===== src/rtl/instr_fetch_unit.sv =====
// Fetch stage: owns the PC, fetches over imem req/ack, hands instructions to decode via valid/ready.
// Best case one instruction per two cycles; a misaligned redirect parks the unit in HALT until reset.
module instr_fetch_unit #(
  parameter logic [31:0] RESET_PC  = 32'h0000_0000,
  parameter logic [31:0] NOP_INSTR = 32'h0000_0013
) (
  input  logic        clk,
  input  logic        reset,
  output logic        imem_req,
  output logic [31:0] imem_addr,
  input  logic        imem_ack,
  input  logic [31:0] imem_rdata,
  output logic [31:0] instr_code,
  output logic [31:0] instr_pc,
  output logic        instr_valid,
  input  logic        instr_ready,
  input  logic        redirect_valid,
  input  logic [31:0] redirect_target,
  output logic        fetch_fault,
  output logic [31:0] fault_addr,
  output logic [31:0] instret
);

  typedef enum logic [1:0] {BOOT, FETCH, VALID, HALT} state_t;

  state_t      state_q;
  logic [31:0] pc_q;
  logic        imem_req_q;
  logic [31:0] imem_addr_q;
  logic [31:0] instr_code_q;
  logic [31:0] instr_pc_q;
  logic        instr_valid_q;
  logic        fetch_fault_q;
  logic [31:0] fault_addr_q;
  logic [31:0] instret_q;

  logic [31:0] pc_d;
  logic        misaligned;

  // Sequential successor wraps naturally at 2^32.
  assign pc_d       = redirect_valid ? redirect_target : instr_pc_q + 32'd4;
  assign misaligned = redirect_valid && (redirect_target[1:0] != 2'b00);

  always_ff @(posedge clk or posedge reset) begin
    if (reset) begin
      state_q       <= BOOT;
      pc_q          <= RESET_PC;
      imem_req_q    <= 1'b0;
      imem_addr_q   <= RESET_PC;
      instr_code_q  <= NOP_INSTR;
      instr_pc_q    <= RESET_PC;
      instr_valid_q <= 1'b0;
      fetch_fault_q <= 1'b0;
      fault_addr_q  <= 32'h0;
      instret_q     <= 32'h0;
    end else begin
      case (state_q)
        BOOT: begin
          state_q     <= FETCH;
          imem_req_q  <= 1'b1;
          imem_addr_q <= pc_q;
        end
        FETCH: begin
          if (imem_ack) begin
            state_q       <= VALID;
            imem_req_q    <= 1'b0;
            instr_code_q  <= imem_rdata;
            instr_pc_q    <= pc_q;
            instr_valid_q <= 1'b1;
          end
        end
        VALID: begin
          if (instr_ready) begin
            instret_q     <= instret_q + 32'd1;
            instr_valid_q <= 1'b0;
            instr_code_q  <= NOP_INSTR;
            if (misaligned) begin
              state_q       <= HALT;
              fetch_fault_q <= 1'b1;
              fault_addr_q  <= redirect_target;
            end else begin
              state_q     <= FETCH;
              pc_q        <= pc_d;
              imem_req_q  <= 1'b1;
              imem_addr_q <= pc_d;
            end
          end
        end
        HALT: begin
          state_q <= HALT;
        end
        default: begin
          state_q <= HALT;
        end
      endcase
    end
  end

  assign imem_req    = imem_req_q;
  assign imem_addr   = imem_addr_q;
  assign instr_code  = instr_code_q;
  assign instr_pc    = instr_pc_q;
  assign instr_valid = instr_valid_q;
  assign fetch_fault = fetch_fault_q;
  assign fault_addr  = fault_addr_q;
  assign instret     = instret_q;

endmodule


===== config.mk =====
export PLATFORM = sky130hd
export DESIGN_NAME = instr_fetch_unit
export DESIGN_NICKNAME = d
export VERILOG_FILES = /design/src/rtl/instr_fetch_unit.sv
export SDC_FILE = /design/constraint.sdc
export NUM_CORES = 1
export LEC_CHECK = 0
export BUFFER_PORTS_ARGS = -buffer_cell sky130_fd_sc_hd__buf_4
export CORE_ASPECT_RATIO = 0.8
export CORE_MARGIN = 2
export CORE_UTILIZATION = 48
export DETAILED_ROUTE_END_ITERATION = 10
export GPL_TIMING_DRIVEN = 0
export PLACE_DENSITY_LB_ADDON = 0.2
export SLEW_MARGIN = 20
export SYNTH_ARGS = -nofsm -noshare
export SYNTH_HDL_FRONTEND = slang
export SYNTH_SLANG_ARGS = --single-unit

===== constraint.sdc =====
create_clock -name clk -period 5.9 [get_ports clk]
set_input_delay 0.59 -clock clk [delete_from_list [all_inputs] [get_ports clk]]
set_output_delay 0.59 -clock clk [all_outputs]
set_load 0.02 [all_outputs]

==> metrics.txt <==
# TYPE chip_impl_metric gauge
chip_impl_info{name="outcome",value="completed"} 1
chip_impl_metric{name="setup-tns-final",unit="ps"} 0
chip_impl_metric{name="max-slew-margin-rel",unit=""} 0.4133
chip_impl_metric{name="cts_num_sinks",unit=""} 197
chip_impl_metric{name="post_cts_setup_bufs",unit=""} 0
chip_impl_info{name="cts_tree",value="yes"} 1
chip_impl_metric{name="postLayoutCellArea",unit="mm²"} 0.01152
chip_impl_metric{name="post_synth_instance_area",unit="mm²"} 0.008832
chip_impl_metric{name="cts_max_level",unit=""} 4
chip_impl_metric{name="pre_cts_slack",unit="ps"} 3080
chip_impl_metric{name="grt_overflow",unit=""} 0
chip_impl_metric{name="arrival_time_of_the_worst_setup_path",unit="ps"} 3320
chip_impl_metric{name="worst_slew_pin_slew",unit="ps"} 880.0
chip_impl_metric{name="cts_buffer_depth",unit=""} 2
chip_impl_metric{name="die-height",unit="µm"} 125.3
chip_impl_metric{name="antenna_found_initial",unit=""} 0
chip_impl_metric{name="clk_transition_reported_paths",unit="ps"} 70
chip_impl_info{name="clk_root_buffer_cell",value="clkbuf_16"} 1
chip_impl_metric{name="postPlaceCellArea",unit="mm²"} 0.01097
chip_impl_metric{name="cpPeakStageDelay",unit="ps"} 820
chip_impl_metric{name="synth_nets",unit=""} 932
chip_impl_metric{name="drt-total-wl",unit="µm"} 26820
chip_impl_metric{name="postSynthRegisterBits",unit=""} 197
chip_impl_metric{name="drive_above_1_share",unit=""} 0.2923
chip_impl_metric{name="n_antenna_cell",unit=""} 0
chip_impl_metric{name="gp_congestion",unit=""} 0.8614
chip_impl_metric{name="drc",unit=""} 0
chip_impl_metric{name="clkLatencyLatePin",unit="ps"} 440
chip_impl_info{name="crit_path_max_delay_cell_type",value="nor2_1"} 1
chip_impl_metric{name="drt-wirelength-per-cell",unit="µm"} 19.73
chip_impl_metric{name="asyncSetResetFlopFracSynth",unit=""} 1.000
chip_impl_metric{name="timing.clock.skew",unit="ps"} 7.521
chip_impl_info{name="holdCritPathClass",value="in2async"} 1
chip_impl_metric{name="vias",unit=""} 7867
chip_impl_metric{name="synthCells",unit=""} 861
chip_impl_metric{name="final-hold-violation-count",unit=""} 0
chip_impl_metric{name="use_met3",unit=""} 0.07002
chip_impl_metric{name="initial_utilization",unit=""} 0.4876
chip_impl_metric{name="cts-resized-gates",unit=""} 0
chip_impl_metric{name="vdd_drop_max",unit="mV"} 0.2403
chip_impl_metric{name="dr_pass1_iterations",unit=""} 5
chip_impl_info{name="ys_dominant_reg_cell",value="dfrtp_1"} 1
chip_impl_metric{name="drc_marker_count_from_the_first_detailed_route_iteration",unit=""} 749
chip_impl_metric{name="groute.usage.overall",unit=""} 0.2806
chip_impl_info{name="end_kind",value="flop"} 1
chip_impl_metric{name="ctsHoldBuffers",unit=""} 0
chip_impl_info{name="setup.worst_path.start_class",value="flop"} 1
chip_impl_metric{name="layout_setup_ws",unit="ps"} 2941
chip_impl_metric{name="critical_path_peak_fanout",unit=""} 10
chip_impl_metric{name="static-leakage-power",unit="nW"} 5.726
chip_impl_metric{name="io_pins",unit=""} 232
chip_impl_metric{name="grt_util_met2",unit=""} 0.4011
chip_impl_metric{name="worst_hold_slack",unit="ps"} 190.4
chip_impl_metric{name="via_count_of_the_first_global_routing_pass",unit=""} 7330
chip_impl_metric{name="synthesis.area_per_instance",unit="µm²"} 10.26
chip_impl_metric{name="min_period_over_period",unit=""} 0.5015
chip_impl_metric{name="clock_buffer_count_from_cts",unit=""} 17
chip_impl_info{name="timing.critical_path.cells",value="clkbuf_1 -> nand3b_1 -> nor2_1 -> clkbuf_1 -> o21ai_0 -> o21ai_0"} 1
chip_impl_metric{name="ys.warnings.count",unit=""} 0
chip_impl_metric{name="antenna_violating_nets_post_route",unit=""} 0
chip_impl_info{name="grt-busiest-layer",value="met1"} 1
chip_impl_metric{name="report.final.setup_viol",unit=""} 0
chip_impl_metric{name="coreArea",unit="mm²"} 0.01811
chip_impl_metric{name="post_synth_edffs",unit=""} 0
chip_impl_metric{name="max_freq",unit="GHz"} 0.3380
chip_impl_info{name="rsz0062_at_grt",value="no"} 1
chip_impl_metric{name="mean_number_of_vias_per_cell",unit=""} 5.789
chip_impl_metric{name="maxCapViolations",unit=""} 0
chip_impl_metric{name="cp_data_required_time",unit="ps"} 6260
chip_impl_metric{name="design.die.area",unit="mm²"} 0.01951
chip_impl_metric{name="port_buffers",unit=""} 230
chip_impl_metric{name="distinct_cells_synth",unit=""} 56
chip_impl_metric{name="area.growth.synth_to_final",unit="%"} 30.40
chip_impl_metric{name="rows",unit=""} 44
chip_impl_metric{name="dp.final_hpwl",unit="µm"} 19360
chip_impl_info{name="worstSetupPathType",value="reg2reg"} 1
chip_impl_metric{name="pin_count_of_the_biggest_net_entering_global_routing",unit=""} 34
chip_impl_metric{name="timing_max_transition_violations_final",unit=""} 0
chip_impl_metric{name="power_density_normalized_to_cell_area",unit="mW/mm²"} 343.4
chip_impl_metric{name="grt_pass1_wl",unit="µm"} 41930
chip_impl_metric{name="chipWidth",unit="µm"} 155.7
chip_impl_metric{name="grt_util_met1",unit=""} 0.4235
chip_impl_metric{name="part_of_the_yosys_area_used_for_sequential_elements",unit=""} 0.5586
chip_impl_metric{name="nets",unit=""} 1187
chip_impl_metric{name="period_needed",unit="ps"} 2959
-- logic make-up (layout without fill, tap and decap cells) --
family                     after synthesis  in the layout  share of synthesized area
xor gates and xnor gates                53             53                    0.05256
muxes                                   44             44                    0.05468
buffers and inverters                   62            330                    0.03202
and+or+nand+nor                        336            336                     0.1795
DFF                                    197            197                     0.5586
adders and majority gates                2              2                   0.002833
AOI/OAI and AO/OA                      167            167                     0.1198
-- synth_stat cells (all sizes together) (6+ instances only) --
cell type / number / area, µm²
a21oi: 43 / 215.2
a22o: 29 / 254.0
and3: 28 / 177.7
and4: 7 / 61.31
buf: 19 / 121.4
clkbuf: 33 / 123.9
dfrtp: 194 / 4855
inv: 10 / 37.54
mux2: 34 / 382.9
mux2i: 10 / 100.1
nand2: 168 / 630.6
nand3: 42 / 210.2
nand4: 16 / 121.4
nor2: 40 / 150.1
nor3: 13 / 65.06
o211ai: 6 / 45.04
o21ai: 55 / 275.3
xnor2: 41 / 359.1
xor2: 12 / 105.1
-- cell usage in the layout (no fill, tap or decap), types with 4 or more instances in the layout --
cell type / n
nand2_1: 168
o211ai_1: 6
buf_4: 231
dfrtp_1: 194
xor2_1: 12
o21ai_0: 54
inv_6: 6
and3_1: 26
nor2_1: 40
xnor2_1: 41
clkbuf_1: 33
buf_12: 6
a22o_1: 29
nand4_1: 14
mux2_2: 34
buf_6: 5
and4_1: 7
a31oi_1: 4
and2_1: 4
mux2i_1: 10
inv_1: 9
clkinvlp_4: 5
buf_2: 7
nand3_1: 42
a21oi_1: 43
nor3_1: 13
clkbuf_16: 17
buf_1: 6
a211o_1: 4
-- power by group --
part	internal (W)	switching, W
logic	0.000483	0.000562
clock network	0.000550	0.000558
registers	0.00161	0.000188
total	0.00265	0.00131
-- cell type report --
| cell class | count | area, µm² |
|---|---|---|
| well taps | 230 | 287.8 |
| flip-flops and latches | 197 | 4933 |
| repair buffers | 236 | 1847 |
| clock buffers | 17 | 425.4 |
| plain buffers | 52 | 245.2 |
| fillers | 1502 | 6595 |
| multi-input cells | 602 | 3616 |
| clock inverters | 15 | 121.4 |
| inverters | 10 | 41.29 |
-- metrics by stage --
stage	total power (W)	util	cells
floorplan	0.002348	-	861
global placement	0.002841	0.5991	1321
detailed placement	0.002871	0.6057	1327
CTS	0.003978	0.6359	1359
global route	0.004132	0.6359	1359
finish	0.003955	0.6359	1359
-- worst max-delay path: cells and delay by family, from the launching register on --
kind	cells	cell delay, ps
AND/OR/NAND/NOR	2	1360
flip-flops	1	360
AO/OA/AOI/OAI	2	360
buffers and inverters	2	800
-- state kept, by name, summed over array words and instances (netlist names), 2 cells and up --
name        flops
instret        32
imem_addr      32
instr_code     32
instr_pc       32
state_q         2
fault_addr     32
pc_q           32
-- layer usage --
| metal | part of all wire | vias to the layer above | wire, µm |
|---|---|---|---|
| li1 | - | 3527 | - |
| met1 | 0.45 | 3884 | 12120 |
| met2 | 0.44 | 411 | 11690 |
| met3 | 0.093 | 45 | 2488 |
| met4 | 0.019 | 0 | 521 |
| met5 | 0 | - | 0 |
-- final timing paths --
path,endpoint,depth (start not counted),slack (ps),startpoint
min reg2reg,instret[31]$_DFFE_PP0P_,1,470,instret[31]$_DFFE_PP0P_
max in group asynchronous,instr_code[4]$_DFFE_PP1P_,4,4890,reset
max reg2reg,pc_q[9]$_DFFE_PP0P_,6,2940,state_q[0]$_DFFE_PP0P_
min,instr_code[17]$_DFFE_PP0P_,2,190,reset
min in group clk,instr_code[25]$_DFFE_PP0P_,2,370,imem_rdata[25]
max,pc_q[9]$_DFFE_PP0P_,6,2940,state_q[0]$_DFFE_PP0P_
Note: power is estimated with default switching activity, not from simulation.
